### src/rtl/logicnet_input_quantizer.sv
// rtl/logicnet_input_quantizer.sv - quantizes raw feature beats to 2-bit codes and assembles the layer-0 input vector
module logicnet_input_quantizer #(
  parameter int NUM_FEATURES = 16,
  parameter int FEAT_W = 8,
  parameter logic [FEAT_W-1:0] THR0 = FEAT_W'(64),
  parameter logic [FEAT_W-1:0] THR1 = FEAT_W'(128),
  parameter logic [FEAT_W-1:0] THR2 = FEAT_W'(192)
) (
  input  logic                      clk,
  input  logic                      rst,
  input  logic                      s_valid,
  output logic                      s_ready,
  input  logic [FEAT_W-1:0]         s_data,
  input  logic                      s_last,
  output logic                      m_valid,
  input  logic                      m_ready,
  output logic [2*NUM_FEATURES-1:0] m_data,
  output logic                      err_short,
  output logic                      err_long,
  output logic [15:0]               sample_count
);

  localparam int IDX_W = $clog2(NUM_FEATURES);
  localparam logic [IDX_W-1:0] LAST_IDX = IDX_W'(NUM_FEATURES - 1);

  typedef enum logic [1:0] {COLLECT, HOLD, SKIP} state_t;

  state_t                    state;
  logic [IDX_W-1:0]          idx;
  logic [2*NUM_FEATURES-1:0] asm_q;
  logic [2*NUM_FEATURES-1:0] asm_next;
  logic [1:0]                code;
  logic                      accept;
  logic                      out_free;

  always_comb begin
    code = 2'd0;
    if (s_data >= THR2)
      code = 2'd3;
    else if (s_data >= THR1)
      code = 2'd2;
    else if (s_data >= THR0)
      code = 2'd1;
    asm_next = asm_q;
    asm_next[2*idx +: 2] = code;
  end

  assign accept   = s_valid && s_ready;
  assign out_free = !m_valid || m_ready;

  always_ff @(posedge clk) begin
    if (rst) begin
      state        <= COLLECT;
      idx          <= '0;
      asm_q        <= '0;
      m_valid      <= 1'b0;
      m_data       <= '0;
      err_short    <= 1'b0;
      err_long     <= 1'b0;
      sample_count <= '0;
      s_ready      <= 1'b0;
    end else begin
      err_short <= 1'b0;
      err_long  <= 1'b0;
      s_ready   <= 1'b1;
      if (m_valid && m_ready) begin
        m_valid      <= 1'b0;
        sample_count <= sample_count + 16'd1;
      end
      case (state)
        COLLECT: begin
          if (accept) begin
            asm_q <= asm_next;
            if (idx == LAST_IDX) begin
              idx <= '0;
              if (!s_last) begin
                err_long <= 1'b1;
                state    <= SKIP;
              end else if (out_free) begin
                m_data  <= asm_next;
                m_valid <= 1'b1;
              end else begin
                state   <= HOLD;
                s_ready <= 1'b0;
              end
            end else if (s_last) begin
              idx       <= '0;
              err_short <= 1'b1;
            end else begin
              idx <= idx + 1'b1;
            end
          end
        end
        HOLD: begin
          // The completed vector waits in asm_q until the output register drains.
          if (out_free) begin
            m_data  <= asm_q;
            m_valid <= 1'b1;
            state   <= COLLECT;
          end else begin
            s_ready <= 1'b0;
          end
        end
        SKIP: begin
          if (accept && s_last)
            state <= COLLECT;
        end
        default: state <= COLLECT;
      endcase
    end
  end

endmodule

### config.mk
export PLATFORM = sky130hd
export DESIGN_NAME = logicnet_input_quantizer
export DESIGN_NICKNAME = d
export VERILOG_FILES = /design/src/rtl/logicnet_input_quantizer.sv
export SDC_FILE = /design/constraint.sdc
export NUM_CORES = 1
export LEC_CHECK = 0
export BUFFER_PORTS_ARGS = -buffer_cell sky130_fd_sc_hd__buf_4
export CORE_ASPECT_RATIO = 1.5
export CORE_MARGIN = 1
export CORE_UTILIZATION = 54
export CTS_BUF_LIST = sky130_fd_sc_hd__clkbuf_4
export DETAILED_ROUTE_END_ITERATION = 12
export PLACE_DENSITY = 0.85
export RECOVER_POWER = 25
export SETUP_SLACK_MARGIN = 0.1
export SYNTH_ARGS = -nofsm -noshare
export SYNTH_HDL_FRONTEND = slang
export SYNTH_SLANG_ARGS = --single-unit
export TNS_END_PERCENT = 20
### constraint.sdc
create_clock -name clk -period 3.1 [get_ports clk]
set_clock_uncertainty 0.15 [all_clocks]
set_input_delay 0.62 -clock clk [delete_from_list [all_inputs] [get_ports clk]]
set_output_delay 0.62 -clock clk [all_outputs]
set_load 0.005 [all_outputs]
After elaboration in Yosys (flattened, before gate mapping)
Index checks and enable logic that the tools add are counted.
{ "op_classes": {"add_sub_neg": 3, "order_cmp": 3, "n_eq_ne": 10, "shifts": 2, "muxes": 32, "bitwise": 3, "n_reduce_logical": 12} }
{ "ops": {"columns": ["op", "n"], "rows": [
  ["$mux 32", 5],
  ["$pmux 32 s2", 1],
  ["$neg 5->34", 1],
  ["$shift 2x34->32 const A", 1],
  ["$shiftx 2x34->32", 1],
  ["$bwmux 32", 1],
  ["$add 16x1->16 const B", 1],
  ["$ge 8x8->1 const B", 2],
  ["$mux 2", 8],
  ["$mux 1", 12],
  ["$ne 2x2->1 const B", 6],
  ["$ge 8x7->1 const B", 1],
  ["$mux 4", 2],
  ["$reduce_or 4->1", 2],
  ["$pmux 2 s3", 1],
  ["$reduce_and 6->1", 1],
  ["$reduce_and 5->1", 1],
  ["$add 4x1->4 const B", 1],
  ["$eq 4x4->1 const B", 1],
  ["$pmux 1 s2", 2],
  ["$logic_and 1x1->1", 3],
  ["$ne 3x3->1 const B", 1],
  ["$not 1->1", 3],
  ["$eq 2x1->1 const B", 1],
  ["6 further kinds", 6]
]} }
{ "word_totals": {"ff_bits": 90, "in_bits": 13, "out_inout_bits": 52, "word_cells": 74} }

Depth between registers and ports, before layout
{ "logic_depth": {"depth_word": 11, "mapped_depth": 9, "mapped_depth_nobuf": 7} }

Least setup slack after synthesis
Ideal clock, no wire load.
{ "synth_timing": {"kind": "reg-to-reg", "from": "register idx[0]", "to": "register asm_q[0]", "setup_time_ps": 128, "arrival_ps": 2278, "required_time_ps": 2822, "slack_ps": 544, "path_stages_with_launch": 9, "synth_period_minus_slack_ps": 2556, "path_cell_list": "dfxtp_1 > clkbuf_1 > nor3_1 > ha_1 > or2_2 > or4_4 > nor2_1 > mux2i_1 > nor2_1"} }
{ "synth_via": {"elab_chain_len": 3, "elab_cells_between_ends": 4} }
{ "synth_rtl": {"columns": ["element", "line_no", "text"], "rows": [
  ["from (decl)", "29", "logic [IDX_W-1:0] idx;"],
  ["from (signal assigned)", "90", "idx <= idx + 1'b1;"],
  ["$neg 5->34 *", "45", "asm_next[2*idx +: 2] = code;"],
  ["$shiftx 2x34->32 / $shift 2x34->32 (equally long branches)", "45", null],
  ["$bwmux 32 *", "45", null],
  ["to (signal assigned)", "73", "asm_q <= asm_next;"],
  ["to (decl)", "30", "logic [2*NUM_FEATURES-1:0] asm_q;"]
]} }
Mark *: on every way between the ends. The rest lies on a longest branch, timed or not.
A chain may end at the register's enable or synchronous reset.

Final worst setup path
{ "layout_timing": {"from": "register idx[0]", "to": "register m_data[17]"} }
{ "layout_via": {"elab_chain_len": 8, "elab_cells_between_ends": 12} }
{ "layout_rtl": {"columns": ["element", "line_no", "text"], "rows": [
  ["$neg 5->34", "45", null],
  ["$shiftx 2x34->32 / $shift 2x34->32 (equally long branches)", "45", null],
  ["$bwmux 32", "45", null],
  ["$mux 32", "79", "end else if (out_free) begin"],
  ["$mux 32", "76", "if (!s_last) begin"],
  ["$mux 32", "74", "if (idx == LAST_IDX) begin"],
  ["$mux 32", "72", "if (accept) begin"],
  ["$pmux 32 s2", "70", "case (state)"],
  ["to (signal assigned)", "80", "m_data <= asm_next;"],
  ["to (signal assigned)", "97", "m_data <= asm_q;"],
  ["to (decl)", "17", "output logic [2*NUM_FEATURES-1:0] m_data,"]
]} }
Parallel ways exist; a longest one is shown, timed or not. The select of a mux whose other input is x is not followed.

==> run_results.csv <==
group,metric,value,unit
sta,fmax,366,MHz
logic_synthesis,postSynthAreaPerCell,8.79,sq um
global_routing,grt_pass1_wl,16200,um
cts,cts_setup_buffers,0,
power_and_ir_drop,intPower,1490,uW
drt,postRouteAntennaNets,0,
power_and_ir_drop,power_frac_clock,32.9,%
run_status,violations,"max-capacitance violations, max-slew violations",
global_routing,grt_usage,24.8,%
logic_synthesis,syn_area,4390,sq um
floorplanning,die_x,75.6,um
worst_setup_path,startpoint,"idx[0]",
drt,viasPerCell,5.86,
logic_synthesis,yosysSeqAreaShare,41.1,%
flow_run,cap_violations,1,
floorplanning,fp.dieH,112,um
logic_synthesis,yosysUniqueCellTypes,50,
cts,hold_buffers,0,
final_layout,layout.nets,562,
worst_setup_path,r2r-start,"idx[0]",
cts,cts_buffers,9,
sta,finalCritPeriodShare,88.2,%
global_routing,grt_pass1_vias,3589,
sta,setup_viol,0,
worst_setup_path,required,3.24,ns
sta,tns,0,ns
hold_path,hold_class,"in -> reg",
cts,cts.sinks,90,
worst_setup_path,cp-start-kind,"flop",
sta,tightest_slew,1.76,ns
power_and_ir_drop,power_density,389,nW/um^2
worst_setup_path,crit_type,"reg -> reg",
sta,post-route-min-period,2.73,ns
power_and_ir_drop,p_leak,0.00195,uW
logic_synthesis,syn_inst,499,
sta,rsz0062_at_grt,"false",
cts,path_clk_slew,0.13,ns
final_layout,fin_util,64.9,%
final_layout,drive_gt1_share,20.5,%
floorplanning,die-area,8500,sq um
drt,drc,0,
floorplanning,rows,39,
drt,vias,3822,
logic_synthesis,synth_nets,516,
logic_synthesis,post-synth-top-count-cell,"dfxtp_1",
logic_synthesis,yosys_warnings,0,
cts,cts_tree,"built",
global_routing,grt-ovfl-total,0,
worst_setup_path,end_kind,"flop",
drt,wire_per_inst,15.0,um
power_and_ir_drop,p_sw,471,uW
cts,htreeDepth,3,
placed_design,place.gp.congestion,0.879,
cts,clock_path_buffers,2,
floorplanning,core_area,7760,sq um
power_and_ir_drop,netSwitchingFraction,24.0,%
placed_design,place_hpwl,6990,um
logic_synthesis,yosysTopAreaCellShare,41.1,%
logic_synthesis,synth_common_cells,"90 x dfxtp_1, 87 x nor2_1, 35 x mux2i_1, 32 x nand2_1",
sta,hold_violations,0,
logic_synthesis,synth_top_area_cell,"dfxtp_1",
drt,dr.pass1.iters,4,
cts,cts-resized-gates,0,
floorplanning,io-pin-count,65,
placed_design,io_buffer_count,58,
cts,clk_latency,0.46,ns
power_and_ir_drop,pwr-share-comb,6.8,%
drt,drtIter0Drc,243,
logic_synthesis,synth_edf_count,0,
run_status,status,"finished, violations left",
final_layout,diodes,0,
global_routing,antenna_found_initial,0,
logic_synthesis,synth_area_leaders,"dfxtp_1 41%, mux2i_1 8.0%, nor2_1 7.4%",
sta,maxSlewViolCount,96,
hold_path,min_from,"s_last",
power_and_ir_drop,seq_power_share,60.3,%
logic_synthesis,synthArstFlopShare,0,%
logic_synthesis,ys.flop_type,"dfxtp_1",
global_routing,grt_start_max_net_pins,96,
drt,wl,9760,um
final_layout,syn_to_final_growth,14.7,%
worst_setup_path,crit_fanout,10,
cts,cts_root_buf,"clkbuf_4",
sta,slew-limit-headroom,-17.6,%
logic_synthesis,ys_ff_latch,90,
worst_setup_path,crit_arrival,2.87,ns
floorplanning,initial_core_util,56.6,%
power_and_ir_drop,peakVddDrop,0.334,mV
## layout by cell type (no fill, tap or decap), types with 3 or more instances in the layout
master	Yosys	layout
dfxtp_1	90	90
nand3b_1	9	9
nor4b_1	3	3
clkbuf_4	0	36
a211oi_1	20	20
nor4_1	6	6
mux2i_1	35	35
and3_1	6	6
nor2_1	87	87
nand3_1	14	14
nor2b_1	5	4
nand4_1	5	5
o211ai_1	6	6
a32o_1	7	7
and2_1	5	5
o211ai_2	8	8
or3_1	4	4
nor3_4	2	3
ha_1	4	4
nand2b_1	11	11
xor2_1	8	8
a21o_1	7	7
nand4b_1	8	8
o21ai_0	8	8
or4_1	3	3
nor3_1	14	14
inv_1	5	5
buf_4	3	43
nand2_1	32	32
mux2_2	7	7
xnor2_1	5	5
a21oi_1	23	23
## cell type report
| type | count | area (sq um) |
|---|---|---|
| fillers | 648 | 2730 |
| multi-input cells | 370 | 2440 |
| flip-flops and latches | 90 | 1800 |
| repair buffers | 69 | 512 |
| well taps | 102 | 128 |
| clock buffers | 12 | 90.1 |
| clock inverters | 4 | 42.5 |
| inverters | 5 | 18.8 |
## flip-flops by register name, indices dropped and copies added, names as in the netlist
signal and flops:
m_valid 1, s_ready 1, asm_q 32, err_short 1
idx 4, state 2, m_data 32, err_long 1
sample_count 16
## power by group through the flow
stage,logic (uW),clock network (uW),registers (uW)
floorplan,97.1,0,1200
finish,133,645,1180
global route,146,713,1180
CTS,132,658,1180
global placement,126,0,1210
detailed placement,131,0,1210
## metal layers
| metal | GRT usage, % | up-vias | part of all wire (%) |
|---|---|---|---|
| li1 | - | 1875 | - |
| met1 | 28.1 | 1827 | 42 |
| met2 | 42.8 | 97 | 52 |
| met3 | 6.82 | 23 | 4.2 |
| met4 | 10.1 | 0 | 2.5 |
| met5 | 0 | - | 0 |
## final timing paths
path,slack [ns],cells after the start,end
worst max-delay path,0.37,7,m_data[17]
worst min-delay path,0.25,2,err_long
worst min register to register,0.31,2,m_data[13]
worst max register to register,0.37,7,m_data[17]
## per-stage QoR
step | power, uW | hold slack, ns | instance area (sq um) | setup slack, ns | cells
6_report | 1960 | 0.250 | 5030 | 0.366 | 652
4_1_cts | 1970 | 0.233 | 5040 | 0.393 | 652
3_5_place_dp | 1340 | 0.302 | 4910 | 0.409 | 636
2_1_floorplan | 1300 | 0.286 | 4390 | 0.544 | 499
3_3_place_gp | 1330 | 0.294 | 4910 | 0.450 | 636
5_1_grt | 2040 | 0.224 | 5030 | 0.192 | 652
## logic make-up after synthesis
| kind of cell | after synthesis | share of synthesized area, % |
|---|---|---|
| simple gates | 225 | 26.9 |
| flops | 90 | 41.1 |
| compound gates | 86 | 14.7 |
| mux | 42 | 9.78 |
| buf+inv | 39 | 3.85 |
| xor+xnor | 13 | 2.59 |
| fa+ha+maj | 4 | 1.14 |
## worst max-delay path: stages (launching register included)
cell	delay, ns
dfxtp_1	0.52
inv_1	0.08
ha_1	0.29
nand2b_1	0.30
a2111oi_2	0.46
mux2_2	0.40
o211ai_1	0.27
a21oi_1	0.10
(Power assumes the default switching activity.)
